<file path="src/rtl/cdc_fifo_pkg.sv">
// Shared types and constants for the cdc_fifo write-side arbiter.
// State encoding doubles as the one-hot grant vector.
package cdc_fifo_pkg;

  typedef enum logic [1:0] {
    IDLE = 2'b00,
    OWN0 = 2'b01,
    OWN1 = 2'b10
  } arb_state_t;

  localparam int unsigned BEAT_CNT_W = 8;

  function automatic logic [1:0] grant_of(arb_state_t s);
    return (s == OWN0) ? 2'b01 : (s == OWN1) ? 2'b10 : 2'b00;
  endfunction

endpackage

</file>
<file path="src/rtl/cdc_fifo_write_arbiter_if.sv">
// Requester, FIFO write-side and debug signals of the write arbiter.
// master = requesters/FIFO side, slave = arbiter.
interface cdc_fifo_write_arbiter_if
  import cdc_fifo_pkg::*;
#(
  parameter int unsigned DATA_WIDTH = 4
);

  logic                  req0_valid;
  logic [DATA_WIDTH-1:0] req0_data;
  logic                  req0_last;
  logic                  req0_ready;
  logic                  req1_valid;
  logic [DATA_WIDTH-1:0] req1_data;
  logic                  req1_last;
  logic                  req1_ready;
  logic                  full;
  logic                  write_increment;
  logic [DATA_WIDTH-1:0] write_data;
  logic [1:0]            grant;
  logic [BEAT_CNT_W-1:0] beats0;
  logic [BEAT_CNT_W-1:0] beats1;

  modport master (
    output req0_valid, req0_data, req0_last, req1_valid, req1_data, req1_last, full,
    input  req0_ready, req1_ready, write_increment, write_data, grant, beats0, beats1
  );

  modport slave (
    input  req0_valid, req0_data, req0_last, req1_valid, req1_data, req1_last, full,
    output req0_ready, req1_ready, write_increment, write_data, grant, beats0, beats1
  );

endinterface

</file>
<file path="src/rtl/rr_pick2.sv">
// Two-way round-robin choice: prio breaks a tie, otherwise the lone valid wins.
module rr_pick2 (
  input  logic valid0,
  input  logic valid1,
  input  logic prio,
  output logic any_valid,
  output logic pick
);

  always_comb begin
    any_valid = valid0 | valid1;
    pick      = (valid0 & valid1) ? prio : valid1;
  end

endmodule

</file>
<file path="src/rtl/cdc_fifo_write_arbiter.sv">
// Round-robin, burst-locked arbiter sharing the cdc_fifo write port between two
// requesters; drives the FIFO push directly and keeps per-requester beat counts.
module cdc_fifo_write_arbiter
  import cdc_fifo_pkg::*;
#(
  parameter int unsigned DATA_WIDTH = 4,
  parameter int unsigned MAX_BURST  = 4
) (
  input logic                     clk,
  input logic                     rst_n,
  cdc_fifo_write_arbiter_if.slave bus
);

  arb_state_t            state_q, state_d;
  logic                  prio_q, prio_d;
  logic [3:0]            burst_cnt_q, burst_cnt_d;
  logic [BEAT_CNT_W-1:0] beats0_q, beats0_d;
  logic [BEAT_CNT_W-1:0] beats1_q, beats1_d;

  logic                  own0, own1, idle;
  logic                  ready0, ready1;
  logic                  accept0, accept1, accept;
  logic                  own_last;
  logic [DATA_WIDTH-1:0] own_data;
  logic [3:0]            burst_inc;
  logic                  release_burst;
  logic                  pick_v0, pick_v1, pick_any, pick;

  assign idle = (state_q == IDLE);
  assign own0 = (state_q == OWN0);
  assign own1 = (state_q == OWN1);

  // Gating with rst_n keeps a beat in the reset cycle from reaching the FIFO.
  assign ready0  = own0 & ~bus.full & rst_n;
  assign ready1  = own1 & ~bus.full & rst_n;
  assign accept0 = bus.req0_valid & ready0;
  assign accept1 = bus.req1_valid & ready1;
  assign accept  = accept0 | accept1;

  assign own_last  = (own0 & bus.req0_last) | (own1 & bus.req1_last);
  assign own_data  = own0 ? bus.req0_data : own1 ? bus.req1_data : '0;
  assign burst_inc = burst_cnt_q + 4'd1;

  assign release_burst = accept & (own_last | (burst_inc == 4'(MAX_BURST)));

  // In IDLE both requesters compete; on release only the other one may take over.
  assign pick_v0 = bus.req0_valid & (idle | own1);
  assign pick_v1 = bus.req1_valid & (idle | own0);

  rr_pick2 u_rr_pick2 (
    .valid0    (pick_v0),
    .valid1    (pick_v1),
    .prio      (prio_q),
    .any_valid (pick_any),
    .pick      (pick)
  );

  // State register.
  always_ff @(posedge clk) begin
    if (!rst_n) begin
      state_q <= IDLE;
    end else begin
      state_q <= state_d;
    end
  end

  // Next-state logic.
  always_comb begin
    state_d = state_q;
    unique case (state_q)
      IDLE: begin
        if (pick_any) state_d = pick ? OWN1 : OWN0;
      end
      OWN0, OWN1: begin
        if (release_burst) begin
          state_d = pick_any ? (pick ? OWN1 : OWN0) : IDLE;
        end
      end
      default: state_d = IDLE;
    endcase
  end

  // Outputs.
  always_comb begin
    bus.req0_ready      = ready0;
    bus.req1_ready      = ready1;
    bus.write_increment = accept;
    bus.write_data      = own_data;
    bus.grant           = grant_of(state_q);
    bus.beats0          = beats0_q;
    bus.beats1          = beats1_q;
  end

  // Datapath next-state.
  always_comb begin
    prio_d      = release_burst ? own0 : prio_q;
    burst_cnt_d = burst_cnt_q;
    if (state_d != state_q) begin
      burst_cnt_d = 4'd0;
    end else if (accept) begin
      burst_cnt_d = burst_inc;
    end
    beats0_d = beats0_q + {{(BEAT_CNT_W-1){1'b0}}, accept0};
    beats1_d = beats1_q + {{(BEAT_CNT_W-1){1'b0}}, accept1};
  end

  always_ff @(posedge clk) begin
    if (!rst_n) begin
      prio_q      <= 1'b0;
      burst_cnt_q <= 4'd0;
      beats0_q    <= '0;
      beats1_q    <= '0;
    end else begin
      prio_q      <= prio_d;
      burst_cnt_q <= burst_cnt_d;
      beats0_q    <= beats0_d;
      beats1_q    <= beats1_d;
    end
  end

endmodule
</file>
<file path="src/flat_wrapper.sv">
// flat-port wrapper written by rule: the top's interface ports become plain ports
module cdc_fifo_write_arbiter_flat import cdc_fifo_pkg::*;
#(
  parameter int unsigned DATA_WIDTH = 4,
  parameter int unsigned MAX_BURST  = 4
)
  (clk, rst_n, bus_req0_valid, bus_req0_data, bus_req0_last, bus_req1_valid, bus_req1_data, bus_req1_last, bus_full, bus_req0_ready, bus_req1_ready, bus_write_increment, bus_write_data, bus_grant, bus_beats0, bus_beats1);
  cdc_fifo_write_arbiter_if #(.DATA_WIDTH(DATA_WIDTH)) bus_i ();
  input logic clk;
  input logic rst_n;
  input wire logic [$bits(bus_i.req0_valid)-1:0] bus_req0_valid;
  input wire logic [$bits(bus_i.req0_data)-1:0] bus_req0_data;
  input wire logic [$bits(bus_i.req0_last)-1:0] bus_req0_last;
  input wire logic [$bits(bus_i.req1_valid)-1:0] bus_req1_valid;
  input wire logic [$bits(bus_i.req1_data)-1:0] bus_req1_data;
  input wire logic [$bits(bus_i.req1_last)-1:0] bus_req1_last;
  input wire logic [$bits(bus_i.full)-1:0] bus_full;
  output wire logic [$bits(bus_i.req0_ready)-1:0] bus_req0_ready;
  output wire logic [$bits(bus_i.req1_ready)-1:0] bus_req1_ready;
  output wire logic [$bits(bus_i.write_increment)-1:0] bus_write_increment;
  output wire logic [$bits(bus_i.write_data)-1:0] bus_write_data;
  output wire logic [$bits(bus_i.grant)-1:0] bus_grant;
  output wire logic [$bits(bus_i.beats0)-1:0] bus_beats0;
  output wire logic [$bits(bus_i.beats1)-1:0] bus_beats1;
  assign bus_i.req0_valid = bus_req0_valid;
  assign bus_i.req0_data = bus_req0_data;
  assign bus_i.req0_last = bus_req0_last;
  assign bus_i.req1_valid = bus_req1_valid;
  assign bus_i.req1_data = bus_req1_data;
  assign bus_i.req1_last = bus_req1_last;
  assign bus_i.full = bus_full;
  assign bus_req0_ready = bus_i.req0_ready;
  assign bus_req1_ready = bus_i.req1_ready;
  assign bus_write_increment = bus_i.write_increment;
  assign bus_write_data = bus_i.write_data;
  assign bus_grant = bus_i.grant;
  assign bus_beats0 = bus_i.beats0;
  assign bus_beats1 = bus_i.beats1;
  cdc_fifo_write_arbiter #(.DATA_WIDTH(DATA_WIDTH), .MAX_BURST(MAX_BURST)) u_core (.clk(clk), .rst_n(rst_n), .bus(bus_i));
endmodule
</file>
<file path="config.mk">
export PLATFORM = sky130hd
export DESIGN_NAME = cdc_fifo_write_arbiter_flat
export DESIGN_NICKNAME = d
export VERILOG_FILES = /design/src/rtl/cdc_fifo_pkg.sv /design/src/rtl/cdc_fifo_write_arbiter_if.sv /design/src/rtl/rr_pick2.sv /design/src/rtl/cdc_fifo_write_arbiter.sv /design/src/flat_wrapper.sv
export SDC_FILE = /design/constraint.sdc
export NUM_CORES = 1
export LEC_CHECK = 0
export CORE_MARGIN = 8
export CORE_UTILIZATION = 50
export DETAILED_ROUTE_END_ITERATION = 16
export PLACE_DENSITY = 0.89
export SYNTH_ARGS = -nofsm -noshare
export SYNTH_HDL_FRONTEND = slang
export SYNTH_HIERARCHICAL = 1
export SYNTH_SLANG_ARGS = --single-unit
</file>
<file path="constraint.sdc">
create_clock -name clk -period 4.1 [get_ports clk]
set_input_delay 0.41 -clock clk [delete_from_list [all_inputs] [get_ports clk]]
set_output_delay 0.41 -clock clk [all_outputs]
set_load 0.01 [all_outputs]
</file>
==> metrics.yaml <==
syn_inst: 140
crit_type: "register to output pin"
clock_sinks: 23
cp_max_fo: 12
ys_ff_latch: 23
status: "completed"
synth.most_common_cell: "dfxtp_1"
final_net_count: 203
detail_route.wl_per_cell_um: 14.9
hold_viol_final: 0
cp.arrival_ns: 2.58
drv_slew: 0
cts_setup_buffers: 0
antenna_found_initial: 0
vias: 1160
io_pins: 40
p_per_area_nw_per_um2: 359
track_usage_pct: 14.3
hold_path_class: "register to register"
die_area_um2: 4550
tightest_slew_ns: 0.614
grt_max_degree: 22
routed_wl_mm: 3.09
vias_per_cell: 5.60
row_count: 18
synth_commonest_cells: "23 x dfxtp_1, 18 x and2_1, 11 x xnor2_1"
rsz0062_at_grt: "no"
syn_area_um2: 1320
drc_errors: 0
overflow: 0
nFillCells: 205
synth.distinct_cells: 37
clockBufferDepth: 2
fin_skew_ns: 0.00327
hold_path_depth: 2
initial_core_util_pct: 53.0
post-dp-hpwl_mm: 2.43
grt_pass1_wl_mm: 5.10
dp_slack_ns: 1.30
min_period_ns: 2.99
timing.final.ws_setup_ns: 1.11
place_congestion: 0.790
core_area_um2: 2500
synth_warnings: 6
seq_area_frac_synth_pct: 34.8
synth_edf_count: 0
root_buffer: "clkbuf_4"
maxCapViolCount: 0
cts_hold_buf: 0
async_flop_share_pct: 0
dr_wl_met3_um: 289
wl_met2_mm: 1.54
m1WireLength_mm: 1.22
cts_made_buffers: 3
required_ns: 3.69
syn2layout_area_growth_pct: 31.2
synth_largest_area_cell: "dfxtp_1"
drive_above_1_share_pct: 3.39
fin_area_um2: 1740
placed_area_um2: 1710
power.leakage_nw: 0.683
route.top_layer_used: "met4"
antennaDiodeCount: 0
finalSetupViolations: 0
yosysTopAreaCellShare_pct: 34.8
synthTopCellsByArea: "dfxtp_1 35%, ha_1 9.5%, and2_1 8.5%"
start_kind: "register"
syn_nets: 165
ff2ff_path_depth: 8
syn_area_per_cell_um2: 9.46
io_buffers: 39
peakVddDrop_v: 0.000340
end_kind: "output pin"
ys.flop_type: "dfxtp_1"
antenna_left: 0
clkLatencyLatePin_ns: 0.31
drt-initial-drc-count: 63
tns_ns: 0
die_h_um: 67.5
slew-limit-headroom_pct: 59.1
path_clk_slew_ns: 0.12
post_cts_resize_count: 0
htree_num_levels: 1
grt_pass1_vias: 1167
fin_crit_sh_pct: 73.0
first_pass_iters: 4
fmax_mhz: 334
cts_tree: "built"
die_w_um: 67.5
state kept, by name (all words and copies together) (netlist names):
signal / count
u_core/burst_cnt_q: 4
u_core/bus.beats0: 8
u_core/bus.beats1: 8
u_core/prio_q: 1
u_core/state_q: 2
worst max-delay path, cell delays in order (launching register included):
cell and delay, ns:
dfxtp_1 0.50, inv_1 0.15, ha_1 0.35, a22oi_1 0.57
nor2_1 0.17, clkdlybuf4s50_1 0.52
metal layers:
metal | vias to the layer above | track usage (%)
met4 | 0 | 7.83
met2 | 46 | 25.3
met5 | - | 0
met1 | 543 | 14.9
met3 | 2 | 4.30
li1 | 569 | -
cells by family after synthesis:
group / count (synthesis) / synth area share, %
simple gates: 55 / 25.6
compound gates: 25 / 14.4
flops: 23 / 34.8
xor+xnor: 15 / 9.92
buf+inv: 10 / 4.35
fa+ha+maj: 10 / 9.45
mux: 2 / 1.51
cell type report:
type,instances,area (µm²),area share [%]
clock buffers,3,22.5,1.30
well taps,30,37.5,2.16
inverters,4,15.0,0.865
flip-flops and latches,23,460,26.5
multi-input cells,107,806,46.4
repair buffers,39,390,22.5
clock inverters,1,5.00,0.288
per-stage QoR:
stage | cells | utilization (%) | hold slack (ns) | power (mW)
detailed placement | 203 | 68.4 | 0.511 | 0.524
floorplan | 140 | - | 0.481 | 0.453
finish | 207 | 69.5 | 0.542 | 0.624
global route | 207 | 69.5 | 0.585 | 0.666
global placement | 203 | 68.4 | 0.499 | 0.509
CTS | 207 | 69.5 | 0.534 | 0.626
power breakdown:
group	total, mW	internal (mW)	switching, mW
Combinational	0.275	0.124	0.151
Sequential	0.248	0.232	0.0160
Clock	0.101	0.0364	0.0649
Total	0.624	0.392	0.232
path summary, 6_finish.rpt:
kind,slack [ns],to,from
worst max-delay path,1.11,bus_write_increment,u_core/state_q[1]$_SDFF_PN0_
worst min register to register,0.54,u_core/burst_cnt_q[1]$_SDFFE_PP0P_,u_core/burst_cnt_q[1]$_SDFFE_PP0P_
worst min-delay path,0.54,u_core/burst_cnt_q[1]$_SDFFE_PP0P_,u_core/burst_cnt_q[1]$_SDFFE_PP0P_
worst max register to register,1.24,u_core/burst_cnt_q[2]$_SDFFE_PP0P_,u_core/state_q[1]$_SDFF_PN0_
layout by cell type (no fill, tap or decap), drive strengths merged:
master and n:
a211oi 6, a21boi 1, a21oi 1, a221oi 1
a22o 4, a22oi 2, a31oi 2, and2 18
and3 6, and4b 1, clkbuf 3, clkdlybuf4s50 39
clkinv 1, dfxtp 23, ha 10, inv 4
mux2i 2, nand2 4, nand2b 3, nand3 9
nand3b 2, nand4 1, nand4b 2, nor2 1
nor2b 3, nor3 1, nor3b 1, o211ai 1
o21a 2, o21ai 4, o22ai 1, or2 1
or3b 1, or4 1, xnor2 11, xor2 4
Power figures use the tool's default switching activity.
